### src/rtl/decoder_nto2n_seq_pkg.sv
// Shared types and helpers for the sequenced N-to-2^N decoder.
package decoder_pkg;

    typedef enum logic [1:0] {
        IDLE   = 2'd0,
        DIRECT = 2'd1,
        SCAN   = 2'd2
    } state_e;

    localparam logic MODE_DIRECT = 1'b0;
    localparam logic MODE_SCAN   = 1'b1;

    // Widest output bus the helper below can build; callers truncate to OUT_W.
    localparam int unsigned MAX_OUT_W = 256;

    // One-hot bus of out_w lines with line idx asserted in the requested polarity.
    // Bits at and above out_w are always zero.
    function automatic logic [MAX_OUT_W-1:0] onehot(input int unsigned idx,
                                                    input int unsigned out_w,
                                                    input logic        active_low);
        logic [MAX_OUT_W-1:0] v;
        v = '0;
        for (int unsigned i = 0; i < MAX_OUT_W; i++) begin
            if (i < out_w) v[i] = (i == idx) ^ active_low;
        end
        return v;
    endfunction

endpackage

### src/rtl/decoder_nto2n_seq_dwell_counter.sv
// Dwell timer for SCAN mode: counts 0..DWELL-1 while run is high.
module dwell_counter #(
    parameter int DWELL = 4
) (
    input  logic clk,
    input  logic rst_n,
    input  logic clr,
    input  logic run,
    output logic tick
);
    localparam int CW = $clog2(DWELL + 1);
    localparam logic [CW-1:0] LAST = CW'(DWELL - 1);

    logic [CW-1:0] cnt_q, cnt_d;

    // tick marks the final cycle of the current dwell window
    assign tick = run & (cnt_q == LAST);

    // clear wins over counting; the count wraps to 0 on tick
    always_comb begin
        cnt_d = cnt_q;
        if (clr)      cnt_d = '0;
        else if (run) cnt_d = tick ? '0 : cnt_q + 1'b1;
    end

    // count register
    always_ff @(posedge clk or negedge rst_n) begin
        if (!rst_n) cnt_q <= '0;
        else        cnt_q <= cnt_d;
    end

endmodule

### src/rtl/decoder_nto2n_seq.sv
// Registered binary-to-one-hot decoder with select handshake, range check,
// polarity select and an autonomous SCAN sweep.
module decoder_nto2n_seq
    import decoder_pkg::*;
#(
    parameter int SEL_W      = 3,
    parameter int OUT_W      = 8,
    parameter int DWELL      = 4,
    parameter int ACTIVE_LOW = 0
) (
    input  logic             clk,
    input  logic             rst_n,
    input  logic             en,
    input  logic             mode,
    input  logic             sel_valid,
    input  logic [SEL_W-1:0] sel_in,
    output logic             sel_ready,
    output logic [OUT_W-1:0] data_out,
    output logic             out_valid,
    output logic [SEL_W-1:0] cur_idx,
    output logic             wrap,
    output logic             err
);
    localparam logic [OUT_W-1:0] INACTIVE = (ACTIVE_LOW != 0) ? {OUT_W{1'b1}} : {OUT_W{1'b0}};
    localparam logic [SEL_W-1:0] LAST_IDX = SEL_W'(OUT_W - 1);
    localparam logic [SEL_W:0]   OUT_W_EXT = (SEL_W + 1)'(OUT_W);

    state_e           state_q, state_d;
    logic [SEL_W-1:0] idx_q, idx_d;
    logic [OUT_W-1:0] data_q, data_d, hot;
    logic             vld_q, vld_d, wrap_q, wrap_d, err_q, err_d;
    logic             accept, in_range, load, clr, run, tick;

    assign sel_ready = en & (mode == MODE_DIRECT);
    assign accept    = sel_valid & sel_ready;
    assign in_range  = {1'b0, sel_in} < OUT_W_EXT;

    // dwell runs only while staying in SCAN; any entry or exit restarts it
    assign clr = (state_q != SCAN) | (state_d != SCAN);
    assign run = ~clr;

    dwell_counter #(.DWELL(DWELL)) u_dwell (
        .clk   (clk),
        .rst_n (rst_n),
        .clr   (clr),
        .run   (run),
        .tick  (tick)
    );

    // next state follows en/mode directly every cycle
    always_comb begin
        if (!en)                    state_d = IDLE;
        else if (mode == MODE_SCAN) state_d = SCAN;
        else                        state_d = DIRECT;
    end

    // next index / valid / pulses; load requests a fresh one-hot of idx_d
    always_comb begin
        idx_d  = idx_q;
        vld_d  = vld_q;
        data_d = data_q;
        wrap_d = 1'b0;
        err_d  = 1'b0;
        load   = 1'b0;
        unique case (state_d)
            IDLE: begin
                idx_d  = '0;
                vld_d  = 1'b0;
                data_d = INACTIVE;
            end
            DIRECT: begin
                // entering DIRECT blanks the bus; an accept in the same cycle still lands
                if (state_q != DIRECT) begin
                    idx_d  = '0;
                    vld_d  = 1'b0;
                    data_d = INACTIVE;
                end
                if (accept) begin
                    if (in_range) begin
                        idx_d = sel_in;
                        vld_d = 1'b1;
                        load  = 1'b1;
                    end else begin
                        err_d = 1'b1;
                    end
                end
            end
            SCAN: begin
                if (state_q != SCAN) begin
                    idx_d = '0;
                    vld_d = 1'b1;
                    load  = 1'b1;
                end else if (tick) begin
                    if (idx_q == LAST_IDX) begin
                        idx_d  = '0;
                        wrap_d = 1'b1;
                    end else begin
                        idx_d = idx_q + 1'b1;
                    end
                    vld_d = 1'b1;
                    load  = 1'b1;
                end
            end
            default: begin
                idx_d  = '0;
                vld_d  = 1'b0;
                data_d = INACTIVE;
            end
        endcase
        hot = OUT_W'(onehot(32'(idx_d), OUT_W, ACTIVE_LOW != 0));
        if (load) data_d = hot;
    end

    // state and output registers
    always_ff @(posedge clk or negedge rst_n) begin
        if (!rst_n) begin
            state_q <= IDLE;
            idx_q   <= '0;
            data_q  <= INACTIVE;
            vld_q   <= 1'b0;
            wrap_q  <= 1'b0;
            err_q   <= 1'b0;
        end else begin
            state_q <= state_d;
            idx_q   <= idx_d;
            data_q  <= data_d;
            vld_q   <= vld_d;
            wrap_q  <= wrap_d;
            err_q   <= err_d;
        end
    end

    assign data_out  = data_q;
    assign out_valid = vld_q;
    assign cur_idx   = idx_q;
    assign wrap      = wrap_q;
    assign err       = err_q;

    // asserted lines in positive polarity, for the invariants below
    logic [OUT_W-1:0] lines;
    assign lines = data_q ^ INACTIVE;

    a_onehot_when_valid: assert property (@(posedge clk) disable iff (!rst_n)
        vld_q |-> $onehot(lines));
    a_none_when_invalid: assert property (@(posedge clk) disable iff (!rst_n)
        !vld_q |-> (lines == '0));

endmodule
### config.mk
export PLATFORM = sky130hd
export DESIGN_NAME = decoder_nto2n_seq
export DESIGN_NICKNAME = d
export VERILOG_FILES = /design/src/rtl/decoder_nto2n_seq_pkg.sv /design/src/rtl/decoder_nto2n_seq_dwell_counter.sv /design/src/rtl/decoder_nto2n_seq.sv
export SDC_FILE = /design/constraint.sdc
export NUM_CORES = 1
export LEC_CHECK = 0
export CAP_MARGIN = 30
export CORE_MARGIN = 3
export CORE_UTILIZATION = 25
export CTS_BUF_LIST = sky130_fd_sc_hd__clkbuf_4 sky130_fd_sc_hd__clkbuf_8 sky130_fd_sc_hd__clkbuf_16
export DETAILED_ROUTE_END_ITERATION = 8
export GPL_TIMING_DRIVEN = 0
export HOLD_SLACK_MARGIN = 0.06
export PLACE_DENSITY_LB_ADDON = 0.15
export SETUP_SLACK_MARGIN = 0.05
export SLEW_MARGIN = 10
export SYNTH_ARGS = -nofsm -noshare
export SYNTH_HDL_FRONTEND = slang
export SYNTH_HIERARCHICAL = 1
export SYNTH_SLANG_ARGS = --single-unit
export TNS_END_PERCENT = 100
### constraint.sdc
create_clock -name clk -period 3.41 [get_ports clk]
set_clock_uncertainty 0.15 [all_clocks]
set_input_delay 0.682 -clock clk [delete_from_list [all_inputs] [get_ports clk]]
set_output_delay 0.682 -clock clk [all_outputs]
set_load 0.02 [all_outputs]
==> flow_summary.ini, run 1 <==
[setup_path]
r2r-start = state_q[1]
cp_common_cell = nand2_1
start_kind = primary input
worstSetupPathType = in -> reg
cp-startpoint = mode
end_kind = flop
slowest_stage = clkdlybuf4s50_1
cp_slowest_stage_delay_ns = 0.52
critPathMaxFanout = 10
crit_path_cell_trace = clkdlybuf4s50_1 -> and3b_1 -> nand2_1 -> inv_1 -> nand2_1 -> nor2_2 -> nor4bb_1 -> o21a_1 -> buf_2 -> a221oi_4 -> buf_4 -> a32o_1
worstPathArrival_ns = 3.21
critPathRequiredTime_ns = 3.46

[global_route]
grtUsageMet3_pct = 3.813
grt_util_all_layers_pct = 10.08
grt_pass1_vias = 670
grt.overflow.total = 0
met2_usage_pct = 14.95
grt_max_degree = 19
grt.busiest_layer = met2
use_met1_pct = 13.18
grt_antenna_before_repair = 0
grt_pass1_wl_mm = 3.215

[floorplan]
dieArea_um2 = 4173
die_w_um = 64.60
dieHeight_um = 64.60
io_pins = 23
row_count = 20
core_um2 = 3153
start_util_pct = 27.22

[clocking]
holdBufCountCts = 0
clk_latency_ns = 0.30
clock_sinks = 18
numCtsBuffers = 3
clk_path_buf_depth = 2
h-tree-depth = 1
clk_pin_slew_ns = 0.11
cts-root-buf = clkbuf_4
cts_tree = built

[synthesis]
ys_ff_latch = 18
ys_warn_count = 6
synth_ff_type = dfrtp_1
synth_edf_count = 0
syn_avg_cell_area_um2 = 11.44
ys_seq_area_share_pct = 52.48
synth_async_sr_flop_share_pct = 100.0
synth_nets = 86
ys_types = 30
synthCells = 75
synthesis.area_um2 = 858.3

[cells_and_area]
n_antenna_cell = 0
finalCoreUtilization_pct = 37.10
area_growth_pct = 36.30
drive_above_1_share_pct = 12.87
fin_nets = 113
layout_common_cells = 21 x clkdlybuf4s50_1, 18 x dfrtp_1, 8 x nand2_1
mostFrequentLayoutCell = clkdlybuf4s50_1
fillers = 334

[detailed_routing]
post_drt_wl_per_cell_um = 13.38
drt_first_pass_iters = 4
antenna_left = 0
via_per_inst = 4.552
drtIter0Drc = 6
wl_mm = 1.940
drc = 0
vias = 660

[sta]
worstMarginPinSlew_ns = 0.8425
finalMaxSlewViolations = 0
slew_headroom_pct = 43.66
max_freq_mhz = 316.4
min_period_ns = 3.161
finalSetupViolCount = 0
rsz0062_at_grt = no
period_share_pct = 92.70
hold_viol = 0

[power]
peakVddDrop_mv = 0.2338
power_mw = 0.4076
p_per_area_nw_per_um2 = 348.4
leakage_nw = 0.5230

[placement]
portBuffers = 21
globalplace.congestion = 0.7356
dp_hpwl_mm = 1.407

[outcome]
status = finished, final reports clean

[hold_path]
hold_class = reg -> reg
min-delay-start = out_valid

[run]
maxCapViolations = 0
==> registers in the layout (all words and copies together) (netlist names) <==
signal and count:
data_out 8, cur_idx 3, u_dwell/cnt_q 3, state_q 2, out_valid 1, wrap 1
==> Yosys cell counts (all sizes together), types with 2 or more instances <==
master	instances	area [um2]
dfrtp	18	450.4
nand2	8	30.03
a32o	4	40.04
o31ai	4	30.03
and2	3	18.77
and3b	3	26.28
ha	3	37.54
inv	3	11.26
nand2b	3	18.77
nand3	3	15.01
nor2	3	11.26
a21oi	2	10.01
a221oi	2	41.29
buf	2	12.51
nand3b	2	15.01
==> final timing paths <==
kind	endpoint	slack [ns]	cells past startpoint
min reg2reg	out_valid	0.34	1
max in group asynchronous	data_out[6]	1.89	1
max	data_out[6]	0.25	12
min in group asynchronous	state_q[1]	0.70	1
min	out_valid	0.34	1
max reg2reg	data_out[6]	0.77	11
==> report_power, final <==
part / total [mW] / leakage (nW) / internal [mW] / switching [mW]
combinational: 0.0496 / 0.257 / 0.0232 / 0.0264
clock: 0.136 / 0.0210 / 0.0651 / 0.0704
sequential: 0.222 / 0.245 / 0.218 / 0.00419
total: 0.408 / 0.523 / 0.307 / 0.101
==> routing by layer <==
layer / share of wire (%) / up-vias
li1: - / 327
met1: 47 / 313
met2: 45 / 18
met3: 6.3 / 2
met4: 1.5 / 0
met5: 0 / -
==> stage by stage <==
step / TNS (ns) / std cells / instance area, um2 / hold WS [ns] / worst slack [ns]
after global placement: -0.8021 / 140 / 1124 / 0.3179 / -0.1732
final: 0 / 145 / 1170 / 0.3419 / 0.2490
after CTS: 0 / 144 / 1160 / 0.3501 / 0.1630
after global routing: 0 / 145 / 1170 / 0.3751 / 0.04829
after floorplan: 0 / 75 / 858.3 / 0.2364 / 0.7884
after detailed placement: -0.7544 / 140 / 1124 / 0.3186 / -0.1627
==> logic make-up (layout without fill, tap and decap cells) <==
kind of cell    Yosys count  in the layout  share of synthesized area, %
flops                    18             18                         52.48
compound gates           17             17                         18.37
simple gates             30             30                         20.26
mux                       1              1                         1.312
other cells               1              1                        0.4369
fa+ha+maj                 3              3                         4.374
buf+inv                   5             31                         2.769
==> what timing repair did <==
| item | CTS | global route |
|---|---|---|
| resized for setup | 0 | 1 |
| setup buffers | 0 | 1 |
| endpoints found under the setup margin | 0 | 6 |
==> worst max-delay path: cells and delay by family <==
family | cells | cell delay, ns
compound gates | 3 | 0.54
buf+inv | 4 | 1.04
simple gates | 5 | 0.93
==> cell type report <==
type	count	area, um2	share of cell area, %
Inverter	3	11.26	0.9626
Multi-Input combinational cell	52	386.6	33.05
Buffer	2	12.51	1.070
Tap cell	44	55.05	4.706
Timing Repair Buffer	22	217.7	18.61
Clock buffer	4	36.28	3.102
Sequential cell	18	450.4	38.50
No activity file was read; power rests on OpenSTA's default activity.
==> run 2: changes to the inputs <==
- CORE_UTILIZATION: 25 -> 46
==> flow_summary.ini, run 2 (synthesis results as in run 1) <==
[outcome]
status = finished, final reports clean

[power]
peakVddDrop_mv = 0.2248
leakage_nw = 0.5226
p_per_area_nw_per_um2 = 349.9

[sta]
finalMaxSlewViolations = 0
period_share_pct = 94.13
max_freq_mhz = 311.6
finalSetupViolCount = 0
final.setup.tns_ns = 0
min_period_ns = 3.210
worstMarginPinSlew_ns = 0.7958
slew_headroom_pct = 46.78
hold_viol = 0

[setup_path]
crit_path_cell_trace = clkdlybuf4s50_1 -> and3b_1 -> nand2_1 -> inv_1 -> nand2_1 -> nor2_2 -> nor4bb_1 -> o21a_1 -> buf_2 -> a221oi_4 -> buf_4 -> a32o_1
r2r-start = state_q[1]
cp_slowest_stage_delay_ns = 0.51
slowest_stage = clkdlybuf4s50_1
cp_num_buf_inv = 4
worstPathArrival_ns = 3.26
r2r_slack_ns = 0.73
start_kind = primary input
cp_common_cell = nand2_1
worstSetupPathType = in -> reg
reg2reg_depth = 11
critPathMaxFanout = 10
crit_family = buffers and inverters
end_kind = flop
timing.rr.end = data_out[2]
critPathRequiredTime_ns = 3.46

[clocking]
numCtsBuffers = 3
clk_pin_slew_ns = 0.10
cts_tree = built
clk_path_buf_depth = 2
clk_latency_ns = 0.30
holdBufCountCts = 0
cts-root-buf = clkbuf_4
h-tree-depth = 1
clock_sinks = 18

[detailed_routing]
via_per_inst = 5.256
wl_mm = 1.738
post_drt_wl_per_cell_um = 13.90
vias = 657
drc = 0
drtIter0Drc = 7
antenna_left = 0
drt_first_pass_iters = 4

[global_route]
grt_max_degree = 19
grt_pass1_wl_mm = 2.884
grt_pass1_vias = 667
grt.overflow.total = 0
grt_antenna_before_repair = 0
grt_util_all_layers_pct = 15.29

[run]
maxCapViolations = 0

[floorplan]
dieHeight_um = 49.20
row_count = 14
io_pins = 23
core_um2 = 1629
dieArea_um2 = 2420
die_w_um = 49.20
start_util_pct = 52.69

[placement]
portBuffers = 21
globalplace.congestion = 0.7751
dpl_cell_area_um2 = 1099
dp_hpwl_mm = 1.262

[cells_and_area]
n_antenna_cell = 0
layout_common_cells = 21 x clkdlybuf4s50_1, 18 x dfrtp_1, 8 x nand2_1
finish.instance_area_um2 = 1156
drive_above_1_share_pct = 12.87
largest_reg_flops = 8
finalCoreUtilization_pct = 70.97
area_growth_pct = 34.69
fin_nets = 113
mostFrequentLayoutCell = clkdlybuf4s50_1

[hold_path]
min-delay-start = data_out[5]
holdPathStages = 2
holdPathEnd = data_out[5]
hold_class = reg -> reg
==> run 2: layout make-up <==
cell class / instances / area, um2
Tap cell: 24 / 30.03
Clock buffer: 4 / 36.28
Multi-Input combinational cell: 52 / 397.9
Fill cell: 132 / 473.0
Buffer: 2 / 12.51
Inverter: 3 / 11.26
Timing Repair Buffer: 22 / 217.7
Sequential cell: 18 / 450.4
==> run 2: what timing repair did <==
item | in CTS | in global routing
endpoints found under the setup margin | 0 | 4
buffers inserted | 0 | 1
resized for setup | 0 | 2
endpoints found under the hold margin | 0 | 0
==> run 2: metrics by stage <==
| stage | hold WS [ns] | total power, mW | cells | worst slack (ns) |
|---|---|---|---|---|
| after floorplan | 0.2364 | 0.2484 | 75 | 0.7884 |
| after global placement | 0.3138 | 0.2748 | 120 | -0.09194 |
| after detailed placement | 0.3181 | 0.2755 | 120 | -0.1294 |
| after CTS | 0.3434 | 0.4061 | 124 | 0.1811 |
| after global routing | 0.3640 | 0.4237 | 125 | -0.00006484 |
| final | 0.3358 | 0.4045 | 125 | 0.2003 |
==> run 2: worst max path at each step <==
| stage | start | end | slack [ns] | cells past startpoint |
|---|---|---|---|---|
| after detailed placement | mode | data_out[7] | -0.13 | 12 |
| final | mode | data_out[2] | 0.20 | 12 |
| after CTS | mode | data_out[7] | 0.18 | 12 |
| after global placement | mode | data_out[3] | -0.09 | 12 |
| after global routing | mode | data_out[4] | -0.00006 | 12 |
| after floorplan | mode | data_out[3] | 0.79 | 11 |
==> run 2: routing by layer <==
layer / up-vias / global-route usage, % / part of all wire [%]
met2: 16 / 24.78 / 47
met3: 2 / 2.752 / 4.3
met4: 0 / 5.687 / 1.2
met5: - / 0 / 0
met1: 308 / 20.19 / 47
li1: 331 / - / -
==> run 2: report_power, final <==
group,internal [mW],leakage (nW),switching (mW)
Combinational,0.0235,0.256,0.0269
Sequential,0.218,0.245,0.00404
Clock,0.0651,0.0210,0.0667
Total,0.307,0.523,0.0976
==> run 2: worst register-to-register path: stages (launching register included) <==
cell and delay [ns]:
dfrtp_1 0.42, and3b_1 0.19, nand2_1 0.12, inv_1 0.11, nand2_1 0.11, nor2_2 0.06, nor4bb_1 0.38, o21a_1 0.27
buf_2 0.26, a221oi_4 0.11, buf_4 0.18, a32o_1 0.21
